$ cat src/rtl/iob_rst_sequencer_pkg.sv
// Shared types and constants for the reset sequencer: FSM state encoding,
// drop-counter width and saturation value, and small helper functions.
package iob_rst_sequencer_pkg;

    typedef enum logic [1:0] {
        ST_WAIT_RDY = 2'd0,
        ST_HOLD     = 2'd1,
        ST_RELEASE  = 2'd2,
        ST_RUN      = 2'd3
    } seq_state_e;

    localparam int unsigned DROP_W = 8;
    localparam logic [DROP_W-1:0] DROP_MAX = 8'hFF;

    // Saturating increment of the drop counter.
    function automatic logic [DROP_W-1:0] drop_inc(input logic [DROP_W-1:0] cnt);
        logic [DROP_W-1:0] res;
        if (cnt == DROP_MAX) begin
            res = cnt;
        end else begin
            res = cnt + 8'd1;
        end
        return res;
    endfunction

    // Width of a down/up counter that must hold values 0..limit-1 (never zero bits).
    function automatic int unsigned cnt_width(input int unsigned limit);
        int unsigned w;
        if (limit > 32'd1) begin
            w = $clog2(limit);
        end else begin
            w = 32'd1;
        end
        return w;
    endfunction

endpackage

$ cat src/rtl/iob_rst_sequencer_sync.sv
// Single-bit multi-flop synchronizer for an asynchronous ready flag.
module iob_rst_sequencer_sync
    import iob_rst_sequencer_pkg::*;
#(
    parameter int SYNC_STAGES = 2
) (
    input  logic clk_i,
    input  logic resetn_i,
    input  logic d_i,
    output logic q_o
);

    logic [SYNC_STAGES-1:0] stage_q;

    // Shift the raw flag through the synchronizer chain; cleared by reset.
    always_ff @(posedge clk_i) begin
        if (!resetn_i) begin
            stage_q <= {SYNC_STAGES{1'b0}};
        end else begin
            stage_q <= {stage_q[SYNC_STAGES-2:0], d_i};
        end
    end

    assign q_o = stage_q[SYNC_STAGES-1];

endmodule

$ cat src/rtl/iob_rst_sequencer.sv
// Power-on reset sequencer: waits for all unmasked ready sources, holds, then
// releases domain resets in index order. Optional watchdog: IOB_RST_SEQUENCER_WDOG_EN.
module iob_rst_sequencer
    import iob_rst_sequencer_pkg::*;
#(
    parameter int N_SRC       = 3,
    parameter int N_OUT       = 2,
    parameter int SYNC_STAGES = 2,
    parameter int HOLD_CYC    = 1024,
    parameter int STEP_CYC    = 16,
    parameter int WDOG_CYC    = 65536
) (
    input  logic              clk_i,
    input  logic              resetn_i,
    input  logic [N_SRC-1:0]  ready_i,
    input  logic [N_SRC-1:0]  mask_i,
    output logic [N_OUT-1:0]  rst_o,
    output logic              run_o,
    output logic [DROP_W-1:0] drop_cnt_o,
    output logic              timeout_o
);

    localparam int unsigned HOLD_W    = cnt_width(HOLD_CYC);
    localparam int unsigned STEP_W    = cnt_width(STEP_CYC);
    localparam int unsigned IDX_W     = cnt_width(N_OUT);
    localparam int          HOLD_LAST = (HOLD_CYC > 0) ? HOLD_CYC - 1 : 0;

    if (SYNC_STAGES < 2 || SYNC_STAGES > 4 || STEP_CYC < 1 || HOLD_CYC < 0 ||
        WDOG_CYC < 1 || N_SRC < 1 || N_OUT < 1) begin : g_param_err
        $error("iob_rst_sequencer: parameter out of legal range");
    end

    logic [N_SRC-1:0]  ready_sync_s;
    logic              all_rdy_s;

    seq_state_e        state_q, state_d;
    logic [HOLD_W-1:0] hold_q, hold_d;
    logic [STEP_W-1:0] step_q, step_d;
    logic [IDX_W-1:0]  idx_q, idx_d;
    logic [N_OUT-1:0]  rst_q, rst_d;
    logic              run_q, run_d;
    logic [DROP_W-1:0] drop_q, drop_d;

    for (genvar i = 0; i < N_SRC; i++) begin : g_sync
        iob_rst_sequencer_sync #(
            .SYNC_STAGES(SYNC_STAGES)
        ) u_sync (
            .clk_i    (clk_i),
            .resetn_i (resetn_i),
            .d_i      (ready_i[i]),
            .q_o      (ready_sync_s[i])
        );
    end

    // A masked source always counts as ready, so all-masked is ready.
    assign all_rdy_s = &(ready_sync_s | mask_i);

    // Next-state and registered-output logic of the sequencing FSM.
    always_comb begin
        state_d = state_q;
        hold_d  = hold_q;
        step_d  = step_q;
        idx_d   = idx_q;
        rst_d   = rst_q;
        run_d   = run_q;
        drop_d  = drop_q;
        case (state_q)
            ST_WAIT_RDY: begin
                hold_d = {HOLD_W{1'b0}};
                step_d = {STEP_W{1'b0}};
                idx_d  = {IDX_W{1'b0}};
                rst_d  = {N_OUT{1'b1}};
                run_d  = 1'b0;
                if (!all_rdy_s) begin
                    state_d = ST_WAIT_RDY;
                end else if (HOLD_CYC == 0) begin
                    state_d = ST_RELEASE;
                end else begin
                    state_d = ST_HOLD;
                end
            end
            ST_HOLD: begin
                if (!all_rdy_s) begin
                    state_d = ST_WAIT_RDY;
                    hold_d  = {HOLD_W{1'b0}};
                end else if (hold_q == HOLD_W'(HOLD_LAST)) begin
                    state_d = ST_RELEASE;
                    hold_d  = {HOLD_W{1'b0}};
                end else begin
                    hold_d  = hold_q + HOLD_W'(1'b1);
                end
            end
            ST_RELEASE: begin
                // A loss of readiness takes priority over any pending release step.
                if (!all_rdy_s) begin
                    state_d = ST_WAIT_RDY;
                    rst_d   = {N_OUT{1'b1}};
                    run_d   = 1'b0;
                    drop_d  = drop_inc(drop_q);
                    idx_d   = {IDX_W{1'b0}};
                    step_d  = {STEP_W{1'b0}};
                end else if (step_q == {STEP_W{1'b0}}) begin
                    rst_d[idx_q] = 1'b0;
                    step_d       = STEP_W'(STEP_CYC - 1);
                    if (idx_q == IDX_W'(N_OUT - 1)) begin
                        state_d = ST_RUN;
                        run_d   = 1'b1;
                        idx_d   = {IDX_W{1'b0}};
                    end else begin
                        idx_d   = idx_q + IDX_W'(1'b1);
                    end
                end else begin
                    step_d = step_q - STEP_W'(1'b1);
                end
            end
            ST_RUN: begin
                if (!all_rdy_s) begin
                    state_d = ST_WAIT_RDY;
                    rst_d   = {N_OUT{1'b1}};
                    run_d   = 1'b0;
                    drop_d  = drop_inc(drop_q);
                end else begin
                    rst_d   = {N_OUT{1'b0}};
                    run_d   = 1'b1;
                end
            end
            default: begin
                state_d = ST_WAIT_RDY;
                rst_d   = {N_OUT{1'b1}};
                run_d   = 1'b0;
            end
        endcase
    end

    // FSM state, counters and output registers with synchronous reset.
    always_ff @(posedge clk_i) begin
        if (!resetn_i) begin
            state_q <= ST_WAIT_RDY;
            hold_q  <= {HOLD_W{1'b0}};
            step_q  <= {STEP_W{1'b0}};
            idx_q   <= {IDX_W{1'b0}};
            rst_q   <= {N_OUT{1'b1}};
            run_q   <= 1'b0;
            drop_q  <= {DROP_W{1'b0}};
        end else begin
            state_q <= state_d;
            hold_q  <= hold_d;
            step_q  <= step_d;
            idx_q   <= idx_d;
            rst_q   <= rst_d;
            run_q   <= run_d;
            drop_q  <= drop_d;
        end
    end

    assign rst_o      = rst_q;
    assign run_o      = run_q;
    assign drop_cnt_o = drop_q;

`ifdef IOB_RST_SEQUENCER_WDOG_EN
    localparam int unsigned WDOG_W = cnt_width(WDOG_CYC);

    logic [WDOG_W-1:0] wdog_q, wdog_d;
    logic              timeout_q, timeout_d;

    // Watchdog runs only while waiting for readiness; leaving for RELEASE clears it.
    always_comb begin
        wdog_d    = {WDOG_W{1'b0}};
        timeout_d = 1'b0;
        if ((state_q == ST_WAIT_RDY || state_q == ST_HOLD) && state_d != ST_RELEASE) begin
            if (wdog_q == WDOG_W'(WDOG_CYC - 1)) begin
                wdog_d    = {WDOG_W{1'b0}};
                timeout_d = 1'b1;
            end else begin
                wdog_d    = wdog_q + WDOG_W'(1'b1);
                timeout_d = 1'b0;
            end
        end else begin
            wdog_d    = {WDOG_W{1'b0}};
            timeout_d = 1'b0;
        end
    end

    // Watchdog counter and timeout pulse register.
    always_ff @(posedge clk_i) begin
        if (!resetn_i) begin
            wdog_q    <= {WDOG_W{1'b0}};
            timeout_q <= 1'b0;
        end else begin
            wdog_q    <= wdog_d;
            timeout_q <= timeout_d;
        end
    end

    assign timeout_o = timeout_q;
`else
    assign timeout_o = 1'b0;
`endif

endmodule
$ cat config.mk
export PLATFORM = sky130hd
export DESIGN_NAME = iob_rst_sequencer
export DESIGN_NICKNAME = d
export VERILOG_FILES = /design/src/rtl/iob_rst_sequencer_pkg.sv /design/src/rtl/iob_rst_sequencer_sync.sv /design/src/rtl/iob_rst_sequencer.sv
export SDC_FILE = /design/constraint.sdc
export NUM_CORES = 1
export LEC_CHECK = 0
export CAP_MARGIN = 20
export CELL_PAD_IN_SITES_DETAIL_PLACEMENT = 0
export CELL_PAD_IN_SITES_GLOBAL_PLACEMENT = 1
export CORE_MARGIN = 3
export CORE_UTILIZATION = 37
export CTS_CLUSTER_DIAMETER = 200
export DETAILED_ROUTE_END_ITERATION = 6
export GPL_TIMING_DRIVEN = 0
export PLACE_DENSITY_LB_ADDON = 0.1
export SYNTH_ARGS = -nofsm -noshare
export SYNTH_HDL_FRONTEND = slang
export SYNTH_HIERARCHICAL = 1
export SYNTH_SLANG_ARGS = --single-unit
export TNS_END_PERCENT = 10
$ cat constraint.sdc
create_clock -name clk_i -period 2 [get_ports clk_i]
set_clock_uncertainty 0.2 [all_clocks]
set_input_delay 0.4 -clock clk_i [delete_from_list [all_inputs] [get_ports clk_i]]
set_output_delay 0.4 -clock clk_i [all_outputs]
set_load 0.005 [all_outputs]
==> summary.md <==
| Metric | Value |
|---|---|
| Top cells by count, synth | `dfxtp_1, nor2_1, a21oi_1` |
| Worst slack, placed | `-0.4350 ns` |
| Core Area | `4474 sq um` |
| Syn nets | `approximately 220` |
| Setup Crit Path Kind | `reg2reg` |
| First-pass GRT wire length | `7.120 mm` |
| Later-pin clock latency in the skew report | `~0.29 ns` |
| Final hold vios | `0` |
| Placement Rows | `24` |
| Top Ports | `20` |
| Worst Setup EP | `state_q[1]$_SDFFE_PN0P_` |
| Top-area cell type share of the netlist area | `38.61%` |
| Largest net degree at the start of global routing | `14` |
| Max-Cap Viols | `0` |
| Die Area | `5629 sq um` |
| Hold-fix buffers at CTS | `0` |
| R2R setup slack | `0.06 ns` |
| Max VDD drop | `~0.32 mV` |
| Root buffer cell | `clkbuf_8` |
| Post-Syn Area | `1763 sq um` |
| #FFs+latches synth | `34` |
| Worst EP arrival | `1.93 ns` |
| Setup Viol. Count Final | `0` |
| Mapped Cells | `~200` |
| # diodes | `0` |
| Dominant synthesized flop cell | `dfxtp_1` |
| Crit start category | `flip-flop` |
| Worst Max-Slew Pin Slew | `0.5468 ns` |
| CTS tree | `done` |
| Area grow syn2layout | `24.98%` |
| Initial Utilization | `39.40%` |
| Share of layout cells above drive strength 1 | `17.98%` |
| Final Max Tran Viols | `0` |
| Clock sinks | `34` |
| Mean number of vias per cell | `5.696` |
| Period utilization | `97.09%` |
| Seq/Total Area, Yosys | `slightly below 40%` |
| Power density cells | `645.8 nW/um^2` |
| Overflow after GRT | `0` |
| DR DRC count | `0` |
| Routability cong. | `0.8016` |
| Fmax | `515.0 MHz` |
| Most common cell in the netlist | `dfxtp_1` |
| Antenna-violating nets left | `0` |
| Netlist cell types | `51` |
| Reg clk slew, reported paths | `0.07 ns` |
| Total CTS buffers | `5` |
| # port buffers | `18` |
| Die Span Y | `75.03 um` |
| Global Route Usage Sum | `16.69%` |
| Final instance area | `roughly 2200 sq um` |
| DIE WIDTH | `~75 um` |
| Slew headroom | `63.46%` |
| FF-to-FF Start | `hold_q[0]$_SDFFE_PN0P_` |
| Crit path required time | `approximately 2.0 ns` |
| # H-tree levels | `2` |
| Crit-path max FO | `5` |
| Setup WS post-layout | `0.05830 ns` |
| Final net count | `242` |
| Reg2reg end | `state_q[1]$_SDFFE_PN0P_` |
| Synth top area cells | `dfxtp_1, ha_1, a21oi_1` |
| Drt total wl | `approximately 4.3 mm` |
| Dpl hpwl | `2.950 mm` |
| CTS Buffer Depth | `2` |
| DP Area | `2008 sq um` |
| Synth area leader | `dfxtp_1` |
| Post-synth EDFFs | `0` |
| Status | `complete, no violations` |
| Vias in the first global route | `1486` |
| YS warnings | `6` |
| CP endpoint kind | `flip-flop` |
| Min Tclk post-route | `slightly below 2 ns` |
| TritonRoute pass-1 iters | `4` |
| Leakage | `approximately 0.8 nW` |
| WL/cell | `between 15 and 20 um` |
| Critical path launch point | `hold_q[0]$_SDFFE_PN0P_` |
| Antenna violations before repair | `0` |
| Post-Syn Area per Cell | `around 9 sq um` |
| RSZ-0062 raised after global routing | `yes` |
| Total number of vias | `1595` |
| Async S/R FF share, synth | `0%` |
| Iter 0 DRT Violations | `slightly above 100` |
| Worst R2R Path Depth | `6` |
| Hold Path Class | `reg2reg` |
==> cells by family after synthesis <==
| group | synth area share, % |
|---|---|
| simple gates | 27.11 |
| compound gates | 22.36 |
| flops | 38.61 |
| buf+inv | 4.542 |
| fa+ha+maj | 4.968 |
| mux | 1.703 |
| other cells | 0.2127 |
| xor+xnor | 0.4969 |
==> worst min path at each step <==
stage	startpoint	to	cells past startpoint
after global routing	g_sync[0].u_sync/stage_q[0]$_SDFF_PN0_	g_sync[0].u_sync/stage_q[1]$_SDFF_PN0_	1
final	g_sync[0].u_sync/stage_q[0]$_SDFF_PN0_	g_sync[0].u_sync/stage_q[1]$_SDFF_PN0_	1
after detailed placement	g_sync[0].u_sync/stage_q[0]$_SDFF_PN0_	g_sync[0].u_sync/stage_q[1]$_SDFF_PN0_	1
after CTS	g_sync[0].u_sync/stage_q[0]$_SDFF_PN0_	g_sync[0].u_sync/stage_q[1]$_SDFF_PN0_	1
after floorplan	g_sync[0].u_sync/stage_q[0]$_SDFF_PN0_	g_sync[0].u_sync/stage_q[1]$_SDFF_PN0_	1
after global placement	g_sync[2].u_sync/stage_q[0]$_SDFF_PN0_	g_sync[2].u_sync/stage_q[1]$_SDFF_PN0_	1
==> metal layers <==
metal | up-vias | GRT usage [%] | wire length, um
met2 | 26 | 25.82 | 1929
met1 | 757 | 22.31 | 2138
met5 | - | 0 | 0
li1 | 804 | - | -
met4 | 0 | 6.522 | 89
met3 | 8 | 4.139 | 102
==> stage by stage <==
step                utilization, %  hold WS (ns)  setup TNS (ns)  total power [W]  instances
global placement             44.88        0.2200          -4.895        0.0007818        271
finish                       49.25        0.2360               0         0.001423        280
floorplan                        -        0.2118               0        0.0007485        201
detailed placement           44.88        0.2219          -5.785        0.0007840        271
CTS                          47.90        0.2402        -0.08625         0.001432        278
global route                 49.25        0.2597        -0.02649         0.001487        280
==> registers in the layout, summed over array words and instances, names as in the netlist <==
name	cells
step_q	4
drop_cnt_o	8
state_q	2
run_o	1
rst_o	2
idx_q	1
hold_q	10
g_sync.u_sync/stage_q	6
==> repair_timing <==
item,CTS,global route
buffers inserted,0,2
gates resized for setup,6,15
pin swaps,1,2
setup endpoints to repair,15,17
==> cells in the final DEF, fill, tap and decap left out, types with 2 or more instances in the layout <==
| master | n |
|---|---|
| dfxtp_1 | 32 |
| clkdlybuf4s50_1 | 17 |
| nor2_1 | 14 |
| nand2_1 | 13 |
| a21oi_1 | 13 |
| inv_1 | 8 |
| nor3_1 | 8 |
| nand3_1 | 8 |
| o21ai_0 | 7 |
| and2_1 | 7 |
| o31ai_1 | 5 |
| ha_1 | 5 |
| clkbuf_8 | 5 |
| and4_1 | 4 |
| o221a_2 | 4 |
| a21o_1 | 4 |
| nor2b_1 | 4 |
| nand3_2 | 3 |
| and3_1 | 3 |
| mux2i_1 | 3 |
| o41ai_1 | 3 |
| or4_1 | 3 |
| buf_4 | 3 |
| nand4_1 | 2 |
| buf_2 | 2 |
| nor2_2 | 2 |
| a31oi_1 | 2 |
| nand2b_1 | 2 |
| buf_6 | 2 |
| or3_1 | 2 |
| ha_2 | 2 |
| clkinvlp_4 | 2 |
| dfxtp_2 | 2 |
==> where the power goes <==
part           switching (W)  internal [W]
combinational      0.0000486     0.0000395
sequential        0.00000456      0.000685
clock               0.000275      0.000371
==> final cells by class <==
cell class / instances / area [sq um]
Fill cell: 437 / 2271
Multi-Input combinational cell: 151 / 1065
Sequential cell: 34 / 683.2
Timing Repair Buffer: 20 / 197.7
Clock buffer: 5 / 68.82
Tap cell: 52 / 65.06
Buffer: 7 / 48.80
Clock inverter: 3 / 45.04
Inverter: 8 / 30.03
==> worst max-delay path: stages (launching register included) <==
cell and delay, ns:
dfxtp_1 0.39, ha_1 0.26, nand3_2 0.16, o31ai_4 0.30, buf_4 0.17, nand2_1 0.05, o41ai_1 0.31
Note: power is estimated with default switching activity, not from simulation.
